==> src/rtl/uart_pkt_pkg.sv <==
// Shared types and constants for the UART packet receiver and its CRC engine.
package uart_pkt_pkg;

    // Frame parser states.
    typedef enum logic [1:0] {
        IDLE,
        LEN,
        PAYLOAD,
        CRC
    } state_e;

    // Error codes reported on pkt_errcode.
    localparam logic [1:0] ERR_NONE    = 2'b00;
    localparam logic [1:0] ERR_CRC     = 2'b01;
    localparam logic [1:0] ERR_TIMEOUT = 2'b10;
    localparam logic [1:0] ERR_OVERLEN = 2'b11;

    // CRC-8 generator polynomial x^8 + x^2 + x + 1.
    localparam logic [7:0] CRC8_POLY = 8'h07;

    // One serial CRC-8 step: non-reflected register, bits fed in wire order.
    function automatic logic [7:0] crc8_bit(input logic [7:0] crc, input logic din);
        return {crc[6:0], 1'b0} ^ ((crc[7] ^ din) ? CRC8_POLY : 8'h00);
    endfunction

endpackage

==> src/rtl/crc8_serial.sv <==
// Bit-serial CRC-8 register. Shared by the receive parser and the transmit framer.
module crc8_serial
    import uart_pkt_pkg::*;
(
    input  logic       clk,
    input  logic       rst,
    input  logic       clr,
    input  logic       en,
    input  logic       din,
    output logic [7:0] crc
);

    logic [7:0] crc_d;
    logic [7:0] crc_q;

    // Next CRC value: clear has priority over a bit update.
    always_comb begin
        // NOTE: default first so every path assigns crc_d and no latch is inferred.
        crc_d = crc_q;
        if (clr) begin
            crc_d = 8'h00;
        end else if (en) begin
            crc_d = crc8_bit(crc_q, din);
        end
    end

    // CRC register.
    always_ff @(posedge clk or posedge rst) begin
        // NOTE: non-blocking assignments for every flop so all state updates together.
        if (rst) begin
            crc_q <= 8'h00;
        end else begin
            crc_q <= crc_d;
        end
    end

    assign crc = crc_q;

endmodule

==> src/rtl/uart_pkt_rx.sv <==
// UART frame receiver: parses SOF, LEN, PAYLOAD[LEN], CRC8 from the byte stream,
// writes payload bytes to an external buffer and flags each frame good or bad.
// AW must satisfy 2**AW >= MAX_LEN so every payload index is addressable.
module uart_pkt_rx
    import uart_pkt_pkg::*;
#(
    parameter logic [7:0] SOF_BYTE = 8'hAA,
    parameter int          MAX_LEN  = 64,
    parameter int          AW       = 6,
    parameter int          TIMEOUT  = 240
) (
    input  logic          clk,
    input  logic          rst,
    input  logic [7:0]    rx_data,
    input  logic          rx_ready,
    input  logic          rx_crc_din,
    input  logic          rx_crc_en,
    output logic          buf_we,
    output logic [AW-1:0] buf_waddr,
    output logic [7:0]    buf_wdata,
    output logic          pkt_done,
    output logic          pkt_err,
    output logic [1:0]    pkt_errcode,
    output logic [7:0]    pkt_len,
    output logic          busy
);

    localparam int            TW       = $clog2(TIMEOUT + 1);
    localparam logic [TW-1:0] TMO_LAST = TW'(TIMEOUT - 1);

    state_e        state_q,     state_d;
    logic [7:0]    len_q,       len_d;
    logic [AW-1:0] idx_q,       idx_d;
    logic [TW-1:0] tmo_q,       tmo_d;
    logic          buf_we_q,    buf_we_d;
    logic [AW-1:0] buf_waddr_q, buf_waddr_d;
    logic [7:0]    buf_wdata_q, buf_wdata_d;
    logic          pkt_done_q,  pkt_done_d;
    logic          pkt_err_q,   pkt_err_d;
    logic [1:0]    errcode_q,   errcode_d;
    logic [7:0]    pkt_len_q,   pkt_len_d;
    logic          busy_q,      busy_d;

    logic       crc_clr;
    logic       crc_en;
    logic [7:0] crc;

    // CRC covers LEN and payload only: held clear in IDLE, frozen while the CRC byte arrives.
    assign crc_clr = (state_q == IDLE);
    assign crc_en  = rx_crc_en && ((state_q == LEN) || (state_q == PAYLOAD));

    crc8_serial u_crc (
        .clk (clk),
        .rst (rst),
        .clr (crc_clr),
        .en  (crc_en),
        .din (rx_crc_din),
        .crc (crc)
    );

    // Frame parser next-state and registered-output logic.
    always_comb begin
        state_d     = state_q;
        len_d       = len_q;
        idx_d       = idx_q;
        buf_we_d    = 1'b0;
        buf_waddr_d = buf_waddr_q;
        buf_wdata_d = buf_wdata_q;
        pkt_done_d  = 1'b0;
        pkt_err_d   = 1'b0;
        errcode_d   = errcode_q;
        pkt_len_d   = pkt_len_q;

        // Inter-byte timer restarts on every byte and sits at zero between frames.
        tmo_d = ((state_q == IDLE) || rx_ready) ? '0 : tmo_q + 1'b1;

        case (state_q)
            IDLE: begin
                if (rx_ready && (rx_data == SOF_BYTE)) begin
                    state_d = LEN;
                end
            end
            LEN: begin
                if (rx_ready) begin
                    if (rx_data > 8'(MAX_LEN)) begin
                        pkt_err_d = 1'b1;
                        errcode_d = ERR_OVERLEN;
                        state_d   = IDLE;
                    end else begin
                        len_d   = rx_data;
                        idx_d   = '0;
                        state_d = (rx_data == 8'd0) ? CRC : PAYLOAD;
                    end
                end
            end
            PAYLOAD: begin
                if (rx_ready) begin
                    buf_we_d    = 1'b1;
                    buf_waddr_d = idx_q;
                    buf_wdata_d = rx_data;
                    idx_d       = idx_q + 1'b1;
                    if (8'(idx_q) == (len_q - 8'd1)) begin
                        state_d = CRC;
                    end
                end
            end
            CRC: begin
                if (rx_ready) begin
                    if (rx_data == crc) begin
                        pkt_done_d = 1'b1;
                        pkt_len_d  = len_q;
                    end else begin
                        pkt_err_d = 1'b1;
                        errcode_d = ERR_CRC;
                    end
                    state_d = IDLE;
                end
            end
            default: state_d = IDLE;
        endcase

        // Timeout only fires when no byte arrives on the terminal cycle.
        if ((state_q != IDLE) && !rx_ready && (tmo_q == TMO_LAST)) begin
            state_d   = IDLE;
            pkt_err_d = 1'b1;
            errcode_d = ERR_TIMEOUT;
        end

        busy_d = (state_d != IDLE);
    end

    // Parser state and output registers.
    always_ff @(posedge clk or posedge rst) begin
        if (rst) begin
            state_q     <= IDLE;
            len_q       <= '0;
            idx_q       <= '0;
            tmo_q       <= '0;
            buf_we_q    <= 1'b0;
            buf_waddr_q <= '0;
            buf_wdata_q <= '0;
            pkt_done_q  <= 1'b0;
            pkt_err_q   <= 1'b0;
            errcode_q   <= ERR_NONE;
            pkt_len_q   <= '0;
            busy_q      <= 1'b0;
        end else begin
            state_q     <= state_d;
            len_q       <= len_d;
            idx_q       <= idx_d;
            tmo_q       <= tmo_d;
            buf_we_q    <= buf_we_d;
            buf_waddr_q <= buf_waddr_d;
            buf_wdata_q <= buf_wdata_d;
            pkt_done_q  <= pkt_done_d;
            pkt_err_q   <= pkt_err_d;
            errcode_q   <= errcode_d;
            pkt_len_q   <= pkt_len_d;
            busy_q      <= busy_d;
        end
    end

    assign buf_we      = buf_we_q;
    assign buf_waddr   = buf_waddr_q;
    assign buf_wdata   = buf_wdata_q;
    assign pkt_done    = pkt_done_q;
    assign pkt_err     = pkt_err_q;
    assign pkt_errcode = errcode_q;
    assign pkt_len     = pkt_len_q;
    assign busy        = busy_q;

endmodule
==> config.mk <==
export PLATFORM = sky130hd
export DESIGN_NAME = uart_pkt_rx
export DESIGN_NICKNAME = d
export VERILOG_FILES = /design/src/rtl/uart_pkt_pkg.sv /design/src/rtl/crc8_serial.sv /design/src/rtl/uart_pkt_rx.sv
export SDC_FILE = /design/constraint.sdc
export NUM_CORES = 1
export LEC_CHECK = 0
export ABC_AREA = 1
export CAP_MARGIN = 15
export CORE_MARGIN = 2
export CORE_UTILIZATION = 30
export DETAILED_ROUTE_END_ITERATION = 7
export GPL_TIMING_DRIVEN = 0
export PLACE_DENSITY_LB_ADDON = 0.25
export SYNTH_ARGS = -nofsm -noshare
export SYNTH_HDL_FRONTEND = slang
export SYNTH_SLANG_ARGS = --single-unit
==> constraint.sdc <==
create_clock -name clk -period 3.03 [get_ports clk]
set_clock_uncertainty 0.05 [all_clocks]
set_input_delay 0.4545 -clock clk [delete_from_list [all_inputs] [get_ports clk]]
set_output_delay 0.4545 -clock clk [all_outputs]
set_load 0.01 [all_outputs]
==> impl_metrics.yaml <==
run_status:
  status: "finished clean"
synth:
  synthDistinctLibCells: 32
  synth_common_cells: "88 x nand2_1, 60 x dfrtp_1, 46 x inv_1"
  ys_seq_elements: 60
  synth_seq_area_share: 0.4922
  syn_nets: 384
  netlist_instances: 364
  yosysWarnings: 0
  synthFlopType: "dfrtp_1"
  netlist_top_cells_area: "dfrtp_1 49%, nand2_1 11%, inv_1 5.7%, o21ai_1 4.4%, nand3_1 4.1%"
  async_reset_ff_frac: 1.000
  netlist_area_um2: 3050
  synth_most_common_cell: "nand2_1"
  synth-edff-count: 0
  synth_top_area_share: 0.4922
  yosys.area.top_type: "dfrtp_1"
  synth.avg_cell_area_um2: 8.380
final_layout:
  diodes: 0
  fin_nets: 436
  fin_util: 0.3911
  drive_above_1_share: 0.1211
  fin_cells: 554
  area_growth_pct: 25.88
detailed_routing:
  vias_per_cell: 4.635
  drcViolationCount: 0
  drtPass1Iterations: 4
  drt_iter0_drc: 102
  detail-route-antenna-nets: 0
  wirelength_mm: 7.040
  vias: 2568
  wire_per_inst_um: 12.71
critical_path:
  reg2reg_to: "buf_wdata[2]$_DFFE_PP0P_"
  r2r_cells: 8
  cp.arrival_ps: 2220
  criticalPathCategory: "in2reg"
  critPathRequiredTime_ps: 3260
  end_kind: "register"
  crit_end: "idx_q[2]$_DFFE_PP0P_"
  r2r_slack_ps: 1080
  startpoint_type: "input port"
  critPathLaunch: "rx_data[3]"
  r2r-start: "state_q[0]$_DFF_PP0_"
  path_max_fanout: 10
clocking:
  cts_tree: "yes"
  cts_hold_buf: 0
  post-cts-setup-buffers: 0
  clkSinkCount: 60
  cts-root-buf: "clkbuf_8"
  htree_num_levels: 3
  clk_pin_slew_ps: 70
  numCtsBuffers: 9
  clockBufferDepth: 2
  post_cts_resize_count: 0
  clk_latency_ps: 350
timing:
  fmax_mhz: 503.3
  hold_violations: 0
  finalSetupViolations: 0
  min_period_ps: 1987
  rsz0062_at_grt: "no"
  maxSlewHeadroom: 0.5155
  holdWs_ps: 417.5
  fin_crit_sh: 0.6557
  max_slew.worst_pin.slew_ps: 725.7
  slew_viol_final: 0
die:
  die_h_um: 104.8
  initial_core_util: 0.3107
  core-area_um2: 9819
  rows: 36
  io_pins: 41
  design.die.area_um2: 10990
  die_w_um: 104.8
grt:
  top_usage_layer: "met2"
  grtUsageMet1: 0.1803
  grt_max_degree: 34
  use_met2: 0.2199
  grt_pass1_vias: 2522
  antenna_found_initial: 0
  grt_pass1_wl_mm: 12.24
  grt_util_all_layers: 0.1388
  overflow: 0
  use_met3: 0.03868
placed_design:
  dp_cells: 538
  port_buffers: 40
  dp_hpwl_mm: 5.390
  routabilityCongestion: 0.8478
worst_hold_path:
  hold_path.class: "reg2reg"
pwr:
  leakage_nw: 1.824
  power.density_nw_per_um2: 812.1
  vdd_ir_drop_max_uv: 373.5
run:
  maxCapViolCount: 0
## layout by cell type, fill, tap and decap left out, types with 2 or more instances in the layout
cell type / netlist / final
a21oi_1: 8 / 8
buf_2: 3 / 3
buf_6: 2 / 2
clkbuf_1: 1 / 2
clkbuf_8: 0 / 11
clkdlybuf4s50_1: 0 / 40
clkinv_2: 0 / 2
dfrtp_1: 60 / 60
ha_1: 7 / 7
inv_1: 46 / 45
inv_2: 11 / 12
nand2_1: 88 / 88
nand3_1: 25 / 25
nand4_1: 8 / 8
nor2_1: 21 / 21
nor3_1: 4 / 4
o21ai_0: 12 / 12
o21ai_1: 27 / 27
o21ai_2: 10 / 10
o22ai_1: 7 / 7
xnor2_1: 5 / 5
xor2_1: 6 / 6
## worst min path at each step
stage | start | end | cells past startpoint
after floorplan | tmo_q[0]$_DFF_PP0_ | tmo_q[0]$_DFF_PP0_ | 1
after global placement | tmo_q[0]$_DFF_PP0_ | tmo_q[0]$_DFF_PP0_ | 1
after detailed placement | tmo_q[0]$_DFF_PP0_ | tmo_q[0]$_DFF_PP0_ | 1
after CTS | tmo_q[0]$_DFF_PP0_ | tmo_q[0]$_DFF_PP0_ | 1
after global routing | tmo_q[0]$_DFF_PP0_ | tmo_q[0]$_DFF_PP0_ | 1
final | tmo_q[0]$_DFF_PP0_ | tmo_q[0]$_DFF_PP0_ | 1
## metal layers
layer	vias up	part of all wire
li1	1288	-
met1	1195	0.45
met2	71	0.46
met3	14	0.062
met4	0	0.021
met5	-	0
## layout make-up
cell class                      instances  area (µm²)
Fill cell                            1055        5979
Inverter                               57       214.0
Multi-Input combinational cell        240        1290
Tap cell                              133       166.4
Sequential cell                        60        1501
Clock buffer                           12       155.1
Timing Repair Buffer                   41       420.4
Buffer                                  7       45.04
Clock inverter                          4       47.55
## worst max-delay path, stage by stage
cell             delay [ps]
clkdlybuf4s50_1         480
inv_1                   210
nand3_1                 150
o22ai_2                 210
nand3_2                 220
o21ai_2                 170
buf_6                   170
nand4_1                  80
o21ai_1                  80
## per-stage QoR
step	cell area [µm²]	power [mW]	setup WS (ps)	setup TNS (ps)
2_1_floorplan	3050	1.975	1041	0
3_5_place_dp	3637	2.405	692.0	0
6_report	3840	3.118	1043	0
4_1_cts	3840	3.160	1063	0
5_1_grt	3840	3.371	841.4	0
3_3_place_gp	3617	2.377	-109.4	-6331
## cell families (layout without fill, tap and decap cells)
group | after synthesis | after routing | share of synthesized area
AOI/OAI and AO/OA | 68 | 68 | 0.1313
xor gates and xnor gates | 11 | 11 | 0.03158
adders and majority gates | 7 | 7 | 0.02871
buffers and inverters | 64 | 121 | 0.08490
DFF | 60 | 60 | 0.4922
and+or+nand+nor | 154 | 154 | 0.2313
## where the power goes
part           internal, mW  switching, mW
Clock                 0.422          0.317
Sequential             1.01          0.187
Combinational         0.513          0.670
Total                  1.94           1.17
## flip-flops by register name, summed over array words and instances, names as in the netlist
| register | flops |
|---|---|
| tmo_q | 8 |
| buf_we | 1 |
| pkt_err | 1 |
| pkt_len | 8 |
| pkt_done | 1 |
| pkt_errcode | 2 |
| state_q | 2 |
| u_crc.crc | 8 |
| busy | 1 |
| len_q | 8 |
| buf_waddr | 6 |
| buf_wdata | 8 |
| idx_q | 6 |
Power figures use the tool's default switching activity.
